[src/rtl/adc_sample_scheduler_if.sv]
// Bundle of config, sampler-handshake and status signals between the
// AXI-Lite register block, the ADC sample scheduler and the sampler.
// The master side drives configuration and the sampler busy flag. The
// slave side is the scheduler itself.
interface adc_sample_scheduler_if #(
  parameter int LEN_W = 32,
  parameter int FRM_W = 16
);
  // Configuration from software
  logic             cfg_start;
  logic             cfg_abort;
  logic [LEN_W-1:0] cfg_frame_len;
  logic [FRM_W-1:0] cfg_frame_num;
  logic [LEN_W-1:0] cfg_gap;

  // Sampler handshake
  logic [LEN_W-1:0] sample_len;
  logic             sample_start;
  logic             st_clr;

  // Status back to software
  logic             busy;
  logic [FRM_W-1:0] frame_cnt;
  logic             done_irq;
  logic             err_cfg;
  logic             err_timeout;
  logic             aborted;

  modport master (
    output cfg_start, cfg_abort, cfg_frame_len, cfg_frame_num, cfg_gap,
    output st_clr,
    input  sample_len, sample_start,
    input  busy, frame_cnt, done_irq, err_cfg, err_timeout, aborted
  );

  modport slave (
    input  cfg_start, cfg_abort, cfg_frame_len, cfg_frame_num, cfg_gap,
    input  st_clr,
    output sample_len, sample_start,
    output busy, frame_cnt, done_irq, err_cfg, err_timeout, aborted
  );
endinterface

[src/rtl/adc_sample_scheduler.sv]
// Multi-frame capture sequencer for the ADC sample engine.
// Requests one frame at a time from the sampler (sample_start level).
// Tracks each frame through the sampler busy flag st_clr. Inserts the
// programmed idle gap between frames and reports completion, abort and
// request timeout. Every output comes straight from a register.
module adc_sample_scheduler #(
  parameter int LEN_W       = 32,
  parameter int FRM_W       = 16,
  parameter int ACK_TIMEOUT = 1024
) (
  input  logic                   adc_clk,
  input  logic                   adc_rst,
  adc_sample_scheduler_if.slave  bus
);

  localparam int ACK_W = (ACK_TIMEOUT > 2) ? $clog2(ACK_TIMEOUT) : 1;

  typedef enum logic [2:0] {
    S_IDLE,
    S_REQ,
    S_RUN,
    S_GAP,
    S_DRAIN
  } state_t;

  state_t           r_state;
  logic [LEN_W-1:0] r_sample_len;
  logic [FRM_W-1:0] r_frame_num;
  logic [LEN_W-1:0] r_gap;
  logic [ACK_W-1:0] r_ack_cnt;
  logic [LEN_W-1:0] r_gap_cnt;
  logic [FRM_W-1:0] r_frame_cnt;
  logic             r_sample_start;
  logic             r_busy;
  logic             r_done_irq;
  logic             r_err_cfg;
  logic             r_err_timeout;
  logic             r_aborted;
  // DRAIN bookkeeping: r_drain_min marks that the first DRAIN cycle has passed.
  // r_frame_live marks that a frame was seen in flight and must be counted.
  logic             r_drain_min;
  logic             r_frame_live;

  logic [FRM_W-1:0] w_cnt_inc;
  logic             w_last_frame;
  logic             w_ack_expired;
  logic             w_gap_done;

  // Frame counter wraps naturally. A frame_num of 0 never matches, which gives continuous mode.
  assign w_cnt_inc     = r_frame_cnt + FRM_W'(1);
  assign w_last_frame  = (r_frame_num != '0) && (w_cnt_inc == r_frame_num);
  assign w_ack_expired = (r_ack_cnt == ACK_W'(ACK_TIMEOUT - 1));
  // Only evaluated in GAP, where r_gap is known to be non-zero
  assign w_gap_done    = (r_gap_cnt == (r_gap - LEN_W'(1)));

  // Single state machine; all outputs registered alongside the state
  always_ff @(posedge adc_clk) begin
    if (adc_rst) begin
      r_state        <= S_IDLE;
      r_sample_len   <= '0;
      r_frame_num    <= '0;
      r_gap          <= '0;
      r_ack_cnt      <= '0;
      r_gap_cnt      <= '0;
      r_frame_cnt    <= '0;
      r_sample_start <= 1'b0;
      r_busy         <= 1'b0;
      r_done_irq     <= 1'b0;
      r_err_cfg      <= 1'b0;
      r_err_timeout  <= 1'b0;
      r_aborted      <= 1'b0;
      r_drain_min    <= 1'b0;
      r_frame_live   <= 1'b0;
    end else begin
      r_done_irq <= 1'b0;

      case (r_state)
        S_IDLE: begin
          // Abort is meaningless here; start wins even if both arrive together
          if (bus.cfg_start) begin
            if (bus.cfg_frame_len == '0) begin
              r_err_cfg <= 1'b1;
            end else begin
              r_sample_len   <= bus.cfg_frame_len;
              r_frame_num    <= bus.cfg_frame_num;
              r_gap          <= bus.cfg_gap;
              r_frame_cnt    <= '0;
              r_err_cfg      <= 1'b0;
              r_err_timeout  <= 1'b0;
              r_aborted      <= 1'b0;
              r_ack_cnt      <= '0;
              r_sample_start <= 1'b1;
              r_busy         <= 1'b1;
              r_state        <= S_REQ;
            end
          end
        end

        S_REQ: begin
          if (bus.cfg_abort) begin
            // The sampler may already have taken the request, so let it settle in DRAIN
            r_sample_start <= 1'b0;
            r_ack_cnt      <= '0;
            r_drain_min    <= 1'b0;
            r_frame_live   <= bus.st_clr;
            r_state        <= S_DRAIN;
          end else if (bus.st_clr) begin
            r_sample_start <= 1'b0;
            r_ack_cnt      <= '0;
            r_state        <= S_RUN;
          end else if (w_ack_expired) begin
            r_err_timeout  <= 1'b1;
            r_sample_start <= 1'b0;
            r_ack_cnt      <= '0;
            r_busy         <= 1'b0;
            r_done_irq     <= 1'b1;
            r_state        <= S_IDLE;
          end else begin
            r_ack_cnt <= r_ack_cnt + ACK_W'(1);
          end
        end

        S_RUN: begin
          if (bus.st_clr) begin
            // A frame in flight cannot be cut short; wait for it in DRAIN
            if (bus.cfg_abort) begin
              r_drain_min  <= 1'b0;
              r_frame_live <= 1'b1;
              r_state      <= S_DRAIN;
            end
          end else begin
            r_frame_cnt <= w_cnt_inc;
            if (bus.cfg_abort) begin
              r_aborted  <= 1'b1;
              r_busy     <= 1'b0;
              r_done_irq <= 1'b1;
              r_state    <= S_IDLE;
            end else if (w_last_frame) begin
              r_busy     <= 1'b0;
              r_done_irq <= 1'b1;
              r_state    <= S_IDLE;
            end else if (r_gap == '0) begin
              r_ack_cnt      <= '0;
              r_sample_start <= 1'b1;
              r_state        <= S_REQ;
            end else begin
              r_gap_cnt <= '0;
              r_state   <= S_GAP;
            end
          end
        end

        S_GAP: begin
          if (bus.cfg_abort) begin
            r_aborted  <= 1'b1;
            r_busy     <= 1'b0;
            r_done_irq <= 1'b1;
            r_state    <= S_IDLE;
          end else if (w_gap_done) begin
            r_ack_cnt      <= '0;
            r_sample_start <= 1'b1;
            r_state        <= S_REQ;
          end else begin
            r_gap_cnt <= r_gap_cnt + LEN_W'(1);
          end
        end

        S_DRAIN: begin
          // Hold at least two cycles so a late-latched request becomes visible on st_clr
          r_drain_min <= 1'b1;
          if (bus.st_clr) begin
            r_frame_live <= 1'b1;
          end else if (r_drain_min) begin
            if (r_frame_live) begin
              r_frame_cnt <= w_cnt_inc;
            end
            r_frame_live <= 1'b0;
            r_aborted    <= 1'b1;
            r_busy       <= 1'b0;
            r_done_irq   <= 1'b1;
            r_state      <= S_IDLE;
          end
        end

        default: begin
          r_sample_start <= 1'b0;
          r_busy         <= 1'b0;
          r_state        <= S_IDLE;
        end
      endcase
    end
  end

  assign bus.sample_len   = r_sample_len;
  assign bus.sample_start = r_sample_start;
  assign bus.busy         = r_busy;
  assign bus.frame_cnt    = r_frame_cnt;
  assign bus.done_irq     = r_done_irq;
  assign bus.err_cfg      = r_err_cfg;
  assign bus.err_timeout  = r_err_timeout;
  assign bus.aborted      = r_aborted;

endmodule

[src/flat_wrapper.sv]
// flat-port wrapper written by rule: the top's interface ports become plain ports
module adc_sample_scheduler_flat 
#(
  parameter int LEN_W       = 32,
  parameter int FRM_W       = 16,
  parameter int ACK_TIMEOUT = 1024
)
  (adc_clk, adc_rst, bus_cfg_start, bus_cfg_abort, bus_cfg_frame_len, bus_cfg_frame_num, bus_cfg_gap, bus_st_clr, bus_sample_len, bus_sample_start, bus_busy, bus_frame_cnt, bus_done_irq, bus_err_cfg, bus_err_timeout, bus_aborted);
  adc_sample_scheduler_if #(.LEN_W(LEN_W), .FRM_W(FRM_W)) bus_i ();
  input  logic adc_clk;
  input  logic adc_rst;
  input wire logic [$bits(bus_i.cfg_start)-1:0] bus_cfg_start;
  input wire logic [$bits(bus_i.cfg_abort)-1:0] bus_cfg_abort;
  input wire logic [$bits(bus_i.cfg_frame_len)-1:0] bus_cfg_frame_len;
  input wire logic [$bits(bus_i.cfg_frame_num)-1:0] bus_cfg_frame_num;
  input wire logic [$bits(bus_i.cfg_gap)-1:0] bus_cfg_gap;
  input wire logic [$bits(bus_i.st_clr)-1:0] bus_st_clr;
  output wire logic [$bits(bus_i.sample_len)-1:0] bus_sample_len;
  output wire logic [$bits(bus_i.sample_start)-1:0] bus_sample_start;
  output wire logic [$bits(bus_i.busy)-1:0] bus_busy;
  output wire logic [$bits(bus_i.frame_cnt)-1:0] bus_frame_cnt;
  output wire logic [$bits(bus_i.done_irq)-1:0] bus_done_irq;
  output wire logic [$bits(bus_i.err_cfg)-1:0] bus_err_cfg;
  output wire logic [$bits(bus_i.err_timeout)-1:0] bus_err_timeout;
  output wire logic [$bits(bus_i.aborted)-1:0] bus_aborted;
  assign bus_i.cfg_start = bus_cfg_start;
  assign bus_i.cfg_abort = bus_cfg_abort;
  assign bus_i.cfg_frame_len = bus_cfg_frame_len;
  assign bus_i.cfg_frame_num = bus_cfg_frame_num;
  assign bus_i.cfg_gap = bus_cfg_gap;
  assign bus_i.st_clr = bus_st_clr;
  assign bus_sample_len = bus_i.sample_len;
  assign bus_sample_start = bus_i.sample_start;
  assign bus_busy = bus_i.busy;
  assign bus_frame_cnt = bus_i.frame_cnt;
  assign bus_done_irq = bus_i.done_irq;
  assign bus_err_cfg = bus_i.err_cfg;
  assign bus_err_timeout = bus_i.err_timeout;
  assign bus_aborted = bus_i.aborted;
  adc_sample_scheduler #(.LEN_W(LEN_W), .FRM_W(FRM_W), .ACK_TIMEOUT(ACK_TIMEOUT)) u_core (.adc_clk(adc_clk), .adc_rst(adc_rst), .bus(bus_i));
endmodule
[config.mk]
export PLATFORM = sky130hd
export DESIGN_NAME = adc_sample_scheduler_flat
export DESIGN_NICKNAME = d
export VERILOG_FILES = /design/src/rtl/adc_sample_scheduler_if.sv /design/src/rtl/adc_sample_scheduler.sv /design/src/flat_wrapper.sv
export SDC_FILE = /design/constraint.sdc
export NUM_CORES = 1
export LEC_CHECK = 0
export CAP_MARGIN = 20
export CORE_ASPECT_RATIO = 0.75
export CORE_UTILIZATION = 50
export CTS_BUF_LIST = sky130_fd_sc_hd__clkbuf_4 sky130_fd_sc_hd__clkbuf_8 sky130_fd_sc_hd__clkbuf_16
export CTS_CLUSTER_SIZE = 14
export DETAILED_ROUTE_END_ITERATION = 8
export HOLD_SLACK_MARGIN = 0.08
export PLACE_DENSITY = 0.75
export SLEW_MARGIN = 10
export SYNTH_ARGS = -nofsm -noshare
export SYNTH_HDL_FRONTEND = slang
export SYNTH_SLANG_ARGS = --single-unit
[constraint.sdc]
create_clock -name adc_clk -period 6.9 [get_ports adc_clk]
set_input_delay 0.69 -clock adc_clk [delete_from_list [all_inputs] [get_ports adc_clk]]
set_output_delay 0.69 -clock adc_clk [all_outputs]
set_load 0.1 [all_outputs]
Yosys cells after proc, flatten, opt, wreduce, memory -nomap -nowiden. Index checks and enable logic that the tools add are counted.

Bits in registers: 149. Bits in latches: 0. Bits in writable memories: 0. Memory bits (read-only): 0. Input port bits: 85. Output and inout bits: 54. Word-level logic and storage cells: 168. Memories kept: 0.

Add/sub/neg operators: 4. Multiply operators: 0. Div/mod/pow operators: 0. Magnitude comparators: 0. Eq/ne operators: 32. Shifts and indexed selects: 0. Muxes and demuxes: 92. Bitwise logic cells: 2. Reductions and logical operators: 23.

Operators with widths (count): 32-bit 2-to-1 mux (6); 10-bit 2-to-1 mux (11); 16-bit 2-to-1 mux (6); 32-bit zero test (2); 32-bit one-hot mux with 2 select lines (1); 16-bit one-hot mux with 3 select lines (1); 1-bit 2-to-1 mux (44); 10-bit one-hot mux with 4 select lines (1); 3-bit 2-to-1 mux (13); 32-bit by 1-bit adder with 32-bit output, second input constant (1); 32-bit == test (1); 32-bit by 1-bit subtractor with 32-bit output, second input constant (1); 2-bit != test, second input constant (15); 7-bit AND reduction (3); 10-bit AND reduction (2); 16-bit by 1-bit adder with 16-bit output, second input constant (1); 16-bit == test (1); 16-bit nonzero test (1); 3-bit one-hot mux with 5 select lines (1); 6-bit AND reduction (2); 10-bit by 1-bit adder with 10-bit output, second input constant (1); 10-bit == test, second input constant (1); 2-bit by 1-bit != test with 1-bit output, second input constant (5); 1-bit one-hot mux with 5 select lines (2); other kinds (20) (30).

Depth between registers and ports, before layout. Gate-level depths: netlist of run 1.

Word-level depth: 7. Depth in mapped cells: 14. Mapped depth without buffers: 11.

Least setup slack after synthesis of run 1. OpenSTA, ideal clock, no wires.

Path type: register to register. From: reg u_core.r_frame_cnt[0], in the netlist u_core.bus.frame_cnt[0]. To: reg u_core.r_state[1]. Library setup time: 0.132 ns. Arrival time: 3.829 ns. Required time: 6.768 ns. Path slack: 2.939 ns. Cell stages (with the launch flop): 14. Buffers on the path: 3. Clock period less this slack: 3.961 ns. Cell sequence: dfxtp_1 -> ha_1 -> and3_1 -> buf_2 -> nand4_1 -> xnor2_1 -> or4_1 -> o41ai_2 -> nor2_1 -> nand2_1 -> buf_2 -> buf_2 -> o41a_1 -> a21oi_1.

Cells in the longest elaborated chain, start to end: 7.

Ends and longest elaborated chain: start: declaration (RTL line adc_sample_scheduler.sv:32) `logic [FRM_W-1:0] r_frame_cnt;`; start signal: assignment (RTL line adc_sample_scheduler.sv:132) `r_frame_cnt <= w_cnt_inc;`; start signal: assignment (RTL line adc_sample_scheduler.sv:175) `r_frame_cnt <= w_cnt_inc;`; 16-bit by 1-bit adder with 16-bit output (RTL line adc_sample_scheduler.sv:50) `assign w_cnt_inc = r_frame_cnt + FRM_W'(1);`; 16-bit == test (RTL line adc_sample_scheduler.sv:51) `assign w_last_frame = (r_frame_num != '0) && (w_cnt_inc == r_frame_num);`; 1-bit logical AND (RTL line adc_sample_scheduler.sv:51); 3-bit 2-to-1 mux (RTL line adc_sample_scheduler.sv:138) `end else if (w_last_frame) begin`; 3-bit 2-to-1 mux (RTL line adc_sample_scheduler.sv:133) `if (bus.cfg_abort) begin`; 3-bit 2-to-1 mux (RTL line adc_sample_scheduler.sv:124) `if (bus.st_clr) begin`; 3-bit one-hot mux with 5 select lines (RTL line adc_sample_scheduler.sv:77) `case (r_state)`; end signal: assignment (RTL line adc_sample_scheduler.sv:129) `r_state <= S_DRAIN;`; end signal: assignment (RTL line adc_sample_scheduler.sv:137) `r_state <= S_IDLE;`; end signal: assignment (RTL line adc_sample_scheduler.sv:141) `r_state <= S_IDLE;`; end: declaration (RTL line adc_sample_scheduler.sv:26) `state_t r_state;`.

Every way passes these cells. A chain may end at the register's enable or synchronous reset.

Final worst setup path of run 1.
From: reg u_core.r_frame_cnt[0], in the netlist u_core.bus.frame_cnt[0]. To: reg u_core.r_gap_cnt[20].

Cells in the longest elaborated chain, start to end: 5.

Ends and longest elaborated chain: 16-bit by 1-bit adder with 16-bit output (RTL line adc_sample_scheduler.sv:50); 16-bit == test (RTL line adc_sample_scheduler.sv:51); 1-bit logical AND (RTL line adc_sample_scheduler.sv:51); 2-bit != test (no line); 7-bit AND reduction (no line); end signal: assignment (RTL line adc_sample_scheduler.sv:164) `r_gap_cnt <= r_gap_cnt + LEN_W'(1);`; end: declaration (RTL line adc_sample_scheduler.sv:31) `logic [LEN_W-1:0] r_gap_cnt;`.

Every way passes these cells.

==> metrics, run 1 <==
# rows=41; Pleak=3.82 nW; Hold Worst Slack=453 ps; commonest non-fill, non-tap cell in the layout=nand2_1; Gate Count Post-Synth=1166; Simple-Gate Fraction of Synth Area=31.8%; maximum buffer depth of the clock tree=2; CTS sink cnt=149; Syn. warnings=0; commonest non-fill, non-tap cells in the layout=246 x nand2_1, 149 x dfxtp_1, 141 x a21oi_1; crit path from=u_core.bus.frame_cnt[0]; Finished Layout Cells=1504; Power Dens Cells=324 mW/mm²; Crit Path Class=reg -> reg; #FFs+latches synth=149; critical path endpoint category=register; clock slew at reported path FFs=70 ps; Startpoint Class=register; DP HPWL=17800 µm; Starting Density=51.5%; nets@finish=1345; DP Worst Slack=2700 ps; final setup fails=0; I/O Pins=139; area of the mapped netlist=0.00874 mm²; sequential area share after synthesis=34.1%; Worst EP arrival=4490 ps; worst skew pair latency=430 ps; placed cell areas=0.0102 mm²; remaining antenna violation count after routing=0; Multi-input gate area=0.00541 mm²; CTS tree=built; max-cap violations=0; Resized Gates After CTS=0; Vias=8924; Initial DRC Count=1127; vias per inst=5.93; GRT Total Usage=28.3%; Die Span Y=117 µm; Slew headroom=32.0%; Post-synth ARST share=0%; worst vdd ir=164 µV; TritonCTS Buffers=17; die width=155 µm; fin. max-slew vios=0; Max Clk Rate=242 MHz; Final Routed Wirelength=25400 µm; post-synthesis adder-cell area fraction=0.830%; clk_skew=9.27 ps; Top FF cell, synth=dfxtp_1; fin crit period=4130 ps; # diodes=0; Worst Hold End=u_core.bus.sample_len[25]; Hold Vio Cnt, Final=0; XOR/XNOR Fraction of Synth Area=6.11%; CTS root buf=clkbuf_16; worst reg2reg path depth=10; actual slew at the worst max-slew pin=1010 ps; largest net degree at the start of global routing=88; DR WL/cell=16.9 µm; reg2reg start=u_core.bus.frame_cnt[0]; Area Growth Syn to Fin=23.3%; flop-to-flop setup slack=2770 ps; final worst-path setup slack=2770 ps; I/O Buffers=138; post-synthesis compound-gate area fraction=20.0%; fraction of layout cells with a size suffix above 1=6.78%; Tcrit/Tclk final=59.8%; crit path max fanout=25; DRC viols=0; post-synthesis average cell area=7.50 µm²; RSZ-0062 raised after global routing=no; R2R Path End=u_core.r_gap_cnt[20]; htree depth=4; GRT Residual Overflow=0; Detailed Routing Iterations Pass 1=5; status=finished, final reports clean; startpoint of the worst hold path=u_core.bus.sample_len[25]; hold_buf cts=0; Final GP Congestion=0.952; vias in the first global route=7852; required time worst endpoint=7260 ps; main combinational cell family by area after synthesis=simple AND/OR/NAND/NOR gates; distinct cell type count after synthesis=77; first-pass GRT wire length=40500 µm; number of enable flip-flop cells after synthesis=0; initial antenna violation count=0; post-synthesis mux area share=2.90%; filler cell count=1514; Syn Nets=1256; area of the core=0.0170 mm²; placed insts=1471; # Post-CTS Setup Buffers=0; design area=0.0108 mm²; setup TNS=0 ps; worst hold stages=2; area occupied by registers=0.00298 mm²; die area=0.0180 mm²; worst hold path class=reg -> reg
power breakdown:
part           switching, mW  internal [mW]
registers              0.125          0.958
logic                  0.975          0.472
clock network          0.408          0.558
metrics by stage:
| stage | util [%] | total power, mW |
|---|---|---|
| global placement | 59.9 | 2.50 |
| detailed placement | 59.9 | 2.52 |
| floorplan | - | 2.16 |
| CTS | 63.4 | 3.49 |
| global route | 63.5 | 3.68 |
| finish | 63.5 | 3.50 |
synthesized netlist by cell type (8+ instances only):
cell      number  area share [%]
dfxtp_1      149              34
nor2b_1        8            0.57
inv_1         18            0.77
nor4_1        27             1.9
nor2_1        50             2.1
a211oi_1      14             1.2
xor2_1        25             2.5
nand4_1       24             1.7
nand2b_1      13            0.93
and2_1        11            0.79
o21ai_0       31             1.8
nand3_1       42             2.4
or2_2         21             1.5
nor3_1        34             1.9
mux2i_1       22             2.5
a31oi_1       18             1.3
xnor2_1       36             3.6
clkbuf_1      57             2.4
or4_1         10            0.86
buf_2         11            0.63
and3_1        22             1.6
or3_1         11            0.79
a21oi_1      141             8.1
a2111o_1       8             1.0
nand2_1      246              11
registers in the layout (all words and copies together) (netlist names):
| signal | flops |
|---|---|
| u_core.bus.sample_start | 1 |
| u_core.bus.busy | 1 |
| u_core.r_frame_live | 1 |
| u_core.bus.err_timeout | 1 |
| u_core.r_ack_cnt | 10 |
| u_core.r_gap_cnt | 32 |
| u_core.bus.frame_cnt | 16 |
| u_core.bus.sample_len | 32 |
| u_core.r_frame_num | 16 |
| u_core.bus.done_irq | 1 |
| u_core.bus.err_cfg | 1 |
| u_core.r_drain_min | 1 |
| u_core.r_gap | 32 |
| u_core.r_state | 3 |
| u_core.bus.aborted | 1 |
per-layer routing:
layer | vias up | share of wire [%] | global-route usage, %
met1 | 4111 | 48 | 41.2
met2 | 402 | 41 | 41.9
li1 | 4372 | - | -
met5 | - | 0 | 0
met4 | 0 | 1.2 | 7.72
met3 | 39 | 9.4 | 6.31
area by class of cell:
class,count,area share [%]
repair buffers,144,13.3
multi-input cells,925,50.1
well taps,236,2.74
clock buffers,19,4.20
inverters,18,0.627
flip-flops and latches,149,27.7
clock inverters,13,1.35
logic make-up after synthesis:
family	Yosys count
multiplexers	25
AND/OR/NAND/NOR	557
AO/OA/AOI/OAI	276
flip-flops	149
buffers and inverters	92
adder cells (fa/ha/maj)	6
XOR/XNOR	61
worst max-delay path, cell delays in order, from the launching register on:
cell     delay (ps)
dfxtp_1         450
ha_1            320
and3_1          400
nand4_1         210
xnor2_1         180
or4_1           540
o41ai_2         560
nor3_1          230
nor2_2          830
nand2_1         160
mux2i_1         170
how the worst max path moves through the flow:
stage,cells past startpoint,slack [ps],end
5_1_grt,10,2480,u_core.r_gap_cnt[27]
4_1_cts,10,2640,u_core.r_gap_cnt[21]
3_5_place_dp,10,2700,u_core.r_gap_cnt[21]
3_3_place_gp,10,2890,u_core.r_gap_cnt[23]
2_1_floorplan,13,2940,u_core.r_state[1]
6_report,10,2770,u_core.r_gap_cnt[20]
Power figures use the tool's default switching activity.
==> inputs of run 2 (changes only) <==
--- a/config.mk
+++ b/config.mk
@@ -7,12 +7,12 @@
 export LEC_CHECK = 0
 export CAP_MARGIN = 20
 export CORE_ASPECT_RATIO = 0.75
-export CORE_UTILIZATION = 50
+export CORE_UTILIZATION = 49
 export CTS_BUF_LIST = sky130_fd_sc_hd__clkbuf_4 sky130_fd_sc_hd__clkbuf_8 sky130_fd_sc_hd__clkbuf_16
 export CTS_CLUSTER_SIZE = 14
 export DETAILED_ROUTE_END_ITERATION = 8
 export HOLD_SLACK_MARGIN = 0.08
-export PLACE_DENSITY = 0.75
+export PLACE_DENSITY = 0.77
 export SLEW_MARGIN = 10
 export SYNTH_ARGS = -nofsm -noshare
 export SYNTH_HDL_FRONTEND = slang
==> constraint.sdc (replaced) <==
create_clock -name adc_clk -period 3.5 [get_ports adc_clk]
set_input_delay 0.35 -clock adc_clk [delete_from_list [all_inputs] [get_ports adc_clk]]
set_output_delay 0.35 -clock adc_clk [all_outputs]
set_load 0.1 [all_outputs]
==> run 2 against run 1 <==
Against the previous run:
- global-route usage increased by 0.12 points
- register-to-register slack lost 2600 ps
- fmax up 24%
- sequential power increased by 94%
- critical path type unchanged
- largest cell class unchanged
- critical endpoint is now u_core.r_ack_cnt[8]
==> metrics, run 2 (synthesis gave the netlist of run 1 again) <==
status=finished, final reports clean; worst vdd ir=355 µV; CTS sink cnt=149; initial antenna violation count=0; I/O Pins=139; clock power share=25.7%; Initial DRC Count=994; commonest non-fill, non-tap cells in the layout=246 x nand2_1, 141 x a21oi_1, 138 x dfxtp_1; CTS tree=built; clock slew at reported path FFs=70 ps; critical path endpoint category=register; combinational share of power=44.3%; vias in the first global route=8034; worst skew pair latency=440 ps; hold_buf cts=0; Power Dens Cells=628 mW/mm²; fraction of layout cells with a size suffix above 1=10.9%; Final GP Congestion=0.969; most frequent CP cell=or4_1; vias per inst=5.90; Final Routed Wirelength=26000 µm; Starting Density=51.0%; flop-to-flop setup slack=180 ps; crit-path cells=or4_1 > or4_1 > xnor2_1 > or3_1 > nor4b_1 > and4_4 > nand4b_1 > buf_4 > nand2_1 > a311oi_1; DR WL/cell=16.8 µm; Max Clk Rate=301 MHz; DRC viols=0; commonest non-fill, non-tap cell in the layout=nand2_1; Slew headroom=31.1%; crit path max fanout=6; # rows=41; GRT Residual Overflow=0; setup TNS=0 ps; Startpoint Class=register; nets@finish=1390; htree depth=4; Area Growth Syn to Fin=27.3%; Net Switching=3.05 mW; remaining antenna violation count after routing=0; area of the core=0.0171 mm²; Die Span Y=118 µm; Multi-input gate area=0.00541 mm²; worst hold path class=in -> reg; first-pass GRT wire length=41900 µm; filler cell count=1549; Top Family by Delay on Critical Path=simple AND/OR/NAND/NOR gates; Buf/Inv on CP=1; final setup fails=0; TritonCTS Buffers=17; Net Sw Frac=43.6%; required time worst endpoint=3810 ps; fin. max-slew vios=0; CP max-delay cell=or4_1; maximum buffer depth of the clock tree=2; # diodes=0; Pleak=4.04 nW; final core occ=65.0%; clk_skew=12.1 ps; fin crit period=3320 ps; GRT Total Usage=28.4%; Largest stage delay, worst path=580 ps; actual slew at the worst max-slew pin=1030 ps; Worst EP arrival=3630 ps; Tcrit/Tclk final=94.9%; DP HPWL=18900 µm; Flop pwr share=30.1%; RSZ-0062 raised after global routing=no; largest net degree at the start of global routing=70; die area=0.0184 mm²; I/O Buffers=138; Hold Vio Cnt, Final=0; Finished Layout Cells=1549; Crit Path Class=reg -> reg; placed insts=1513; Detailed Routing Iterations Pass 1=6; die width=156 µm; CTS root buf=clkbuf_16; area occupied by registers=0.00300 mm²; Vias=9142; max-cap violations=0; P_int=3.94 mW
[run 2: worst paths after layout]
kind                             start                   endpoint  cells after the start
max                    u_core.r_gap[4]        u_core.r_ack_cnt[8]                     10
min                            adc_rst        u_core.r_ack_cnt[1]                      2
max reg2reg            u_core.r_gap[4]        u_core.r_ack_cnt[8]                     10
min reg2reg  u_core.bus.sample_len[18]  u_core.bus.sample_len[18]                      2
[run 2: worst register-to-register path, stage by stage (launching register included)]
cell and delay (ps):
dfxtp_1 370, or4_1 580, or4_1 560, xnor2_1 150
or3_1 310, nor4b_1 330, and4_4 300, nand4b_1 180
buf_4 210, nand2_1 120, a311oi_1 110
[run 2: layout make-up]
cell class	instances	share of cell area, %
sequential	149	27.0
multi-input combinational	925	48.6
clock inverter	13	0.989
tap	236	2.65
timing repair buffer	189	16.2
inverter	18	0.607
clock buffer	19	4.07
[run 2: power by group through the flow]
stage / Clock, mW / Sequential [mW] / Combinational (mW)
4_1_cts: 1.81 / 2.10 / 3.06
6_report: 1.79 / 2.10 / 3.09
3_5_place_dp: 0 / 2.13 / 3.04
2_1_floorplan: 0 / 2.61 / 1.65
3_3_place_gp: 0 / 2.13 / 3.02
5_1_grt: 1.88 / 2.13 / 3.35
[run 2: timing repair]
| action | 4_1_cts | 5_1_grt |
|---|---|---|
| gates resized for setup | 0 | 1 |
| endpoints found under the setup margin | 0 | 7 |
| buffers inserted | 0 | 4 |
[run 2: metrics by stage]
stage                     cell area [µm²]  power, mW  worst slack, ps  hold slack (ps)
after global routing                11100       7.36             22.6              294
after global placement              10500       5.15              201              441
after detailed placement            10500       5.18              120              446
after CTS                           11100       6.96              114              291
after floorplan                      8760       4.26             19.0              450
final                               11100       6.99              177              294
[run 2: routing by layer]
metal / vias up / GRT usage (%) / share of wire [%]
li1: 4472 / - / -
met1: 4186 / 42.9 / 48
met2: 434 / 39.2 / 40
met3: 50 / 7.40 / 10
met4: 0 / 7.60 / 1.6
met5: - / 0 / 0
==> inputs of run 3 (changes only) <==
--- a/config.mk
+++ b/config.mk
@@ -9,7 +9,7 @@
 export CORE_ASPECT_RATIO = 0.75
 export CORE_UTILIZATION = 49
 export CTS_BUF_LIST = sky130_fd_sc_hd__clkbuf_4 sky130_fd_sc_hd__clkbuf_8 sky130_fd_sc_hd__clkbuf_16
-export CTS_CLUSTER_SIZE = 14
+export CTS_CLUSTER_SIZE = 40
 export DETAILED_ROUTE_END_ITERATION = 8
 export HOLD_SLACK_MARGIN = 0.08
 export PLACE_DENSITY = 0.77
==> constraint.sdc (replaced) <==
create_clock -name adc_clk -period 3.5 [get_ports adc_clk]
set_input_delay 0.7 -clock adc_clk [delete_from_list [all_inputs] [get_ports adc_clk]]
set_output_delay 0.7 -clock adc_clk [all_outputs]
set_load 0.1 [all_outputs]
==> run 3 against run 2 <==
Against the previous run:
- register-to-register slack got worse by 50 ps
- non-clock buffer count rose by 1
- clock-buffer cell count fell by 1
- die area stayed put
==> metrics, run 3 (synthesis gave the netlist of run 1 again) <==
# diodes=0; I/O Buffers=138; crit path max fanout=6; worst hold stages=2; R2R Path End=u_core.r_ack_cnt[5]; Pleak=4.11 nW; GRT Residual Overflow=0; design area=0.0112 mm²; Flop pwr share=29.6%; commonest non-fill, non-tap cell in the layout=nand2_1; GRT Total Usage=28.1%; first-pass GRT wire length=41200 µm; vias in the first global route=7964; fraction of layout cells with a size suffix above 1=12.0%; P_int=4.13 mW; final setup fails=0; worst vdd ir=330 µV; fin. max-slew vios=0; Power Dens Cells=636 mW/mm²; vias per inst=5.86; Area Growth Syn to Fin=28.4%; actual slew at the worst max-slew pin=1000 ps; CTS sink cnt=149; area occupied by registers=0.00300 mm²; Slew headroom=33.0%; overall power=7.14 mW; Net Switching=3.00 mW; Starting Density=51.0%; clock slew at reported path FFs=60 ps; Crit Path Class=reg -> reg; maximum buffer depth of the clock tree=2; area of the core=0.0171 mm²; crit path from=u_core.r_gap[4]; DR WL/cell=16.7 µm; # Post-CTS Setup Buffers=0; Startpoint Class=register; DP HPWL=18900 µm; Detailed Routing Iterations Pass 1=8; CTS tree=built; TritonCTS Buffers=17; clk_skew=9.35 ps; initial antenna violation count=0; fin crit period=3370 ps; Tcrit/Tclk final=96.4%; critical path endpoint category=register; worst skew pair latency=430 ps; worst hold path class=reg -> reg; status=finished, final reports clean; setup TNS=0 ps; Worst EP arrival=3740 ps; # rows=41; nets@finish=1391; flop-to-flop setup slack=130 ps; Final Routed Wirelength=25900 µm; CTS root buf=clkbuf_16; Vias=9083; DRC viols=0; crit path to=u_core.r_ack_cnt[5]; remaining antenna violation count after routing=0; Net Sw Frac=42.1%; filler cell count=1522; Hold Vio Cnt, Final=0; Die Span Y=118 µm; reg2reg start=u_core.r_gap[4]; commonest non-fill, non-tap cells in the layout=246 x nand2_1, 141 x a21oi_1, 138 x dfxtp_1; combinational share of power=43.5%; required time worst endpoint=3860 ps; placed cell areas=0.0106 mm²; Max Clk Rate=296 MHz; Initial DRC Count=1018; htree depth=4; die area=0.0184 mm²; RSZ-0062 raised after global routing=no; die width=156 µm; Multi-input gate area=0.00543 mm²; clock power share=26.9%; worst reg2reg path depth=9; max-cap violations=0; Final GP Congestion=0.958; largest net degree at the start of global routing=63; I/O Pins=139
run 3: metal layers:
metal	vias to the layer above	part of all wire, %	global-route usage [%]	wire length [µm]
li1	4458	-	-	-
met1	4172	47	41.8	12200
met2	415	40	38.3	10500
met3	38	11	8.51	2850
met4	0	1.4	7.90	371
met5	-	0	0	0
run 3: cell type report:
| cell class | instances | area share (%) |
|---|---|---|
| well taps | 236 | 2.63 |
| clock buffers | 18 | 3.86 |
| inverters | 18 | 0.602 |
| flip-flops and latches | 149 | 26.7 |
| clock inverters | 13 | 1.55 |
| multi-input cells | 925 | 48.4 |
| repair buffers | 190 | 16.2 |
run 3: worst min path at each step:
stage | end | startpoint | slack [ps]
final | u_core.bus.sample_len[13] | u_core.bus.sample_len[13] | 450
after global routing | u_core.bus.sample_len[25] | u_core.bus.sample_len[25] | 470
after CTS | u_core.bus.sample_len[25] | u_core.bus.sample_len[25] | 450
after detailed placement | u_core.bus.sample_len[25] | u_core.bus.sample_len[25] | 450
after global placement | u_core.bus.sample_len[16] | u_core.bus.sample_len[16] | 440
after floorplan | u_core.r_frame_live | u_core.r_frame_live | 450
run 3: worst max-delay path, stage by stage (launching register included):
cell      delay [ps]
dfxtp_1          370
or4_1            560
or4_1            560
xnor2_1          150
or3_1            340
nor4b_2          280
and4_4           290
nand4b_1         270
a211o_1          370
a21oi_1          120
run 3: power by group through the flow:
stage	Sequential (mW)	Clock (mW)	Combinational [mW]
floorplan	2.61	0	1.65
global placement	2.13	0	3.04
detailed placement	2.13	0	3.05
CTS	2.10	1.95	3.07
global route	2.13	2.01	3.35
finish	2.11	1.92	3.11
run 3: what timing repair did:
action                     in CTS  in global routing
setup endpoints to repair       0                  7
resized for setup               0                  7
hold buffers                    0                  0
run 3: per-stage QoR:
| step | utilization (%) | instances | hold WS, ps | setup slack [ps] |
|---|---|---|---|---|
| detailed placement | 61.8 | 1518 | 446 | 122 |
| CTS | 65.3 | 1549 | 455 | 108 |
| global placement | 61.8 | 1518 | 441 | 182 |
| floorplan | - | 1166 | 450 | 19.0 |
| finish | 65.5 | 1549 | 452 | 126 |
| global route | 65.5 | 1549 | 466 | 8.61 |
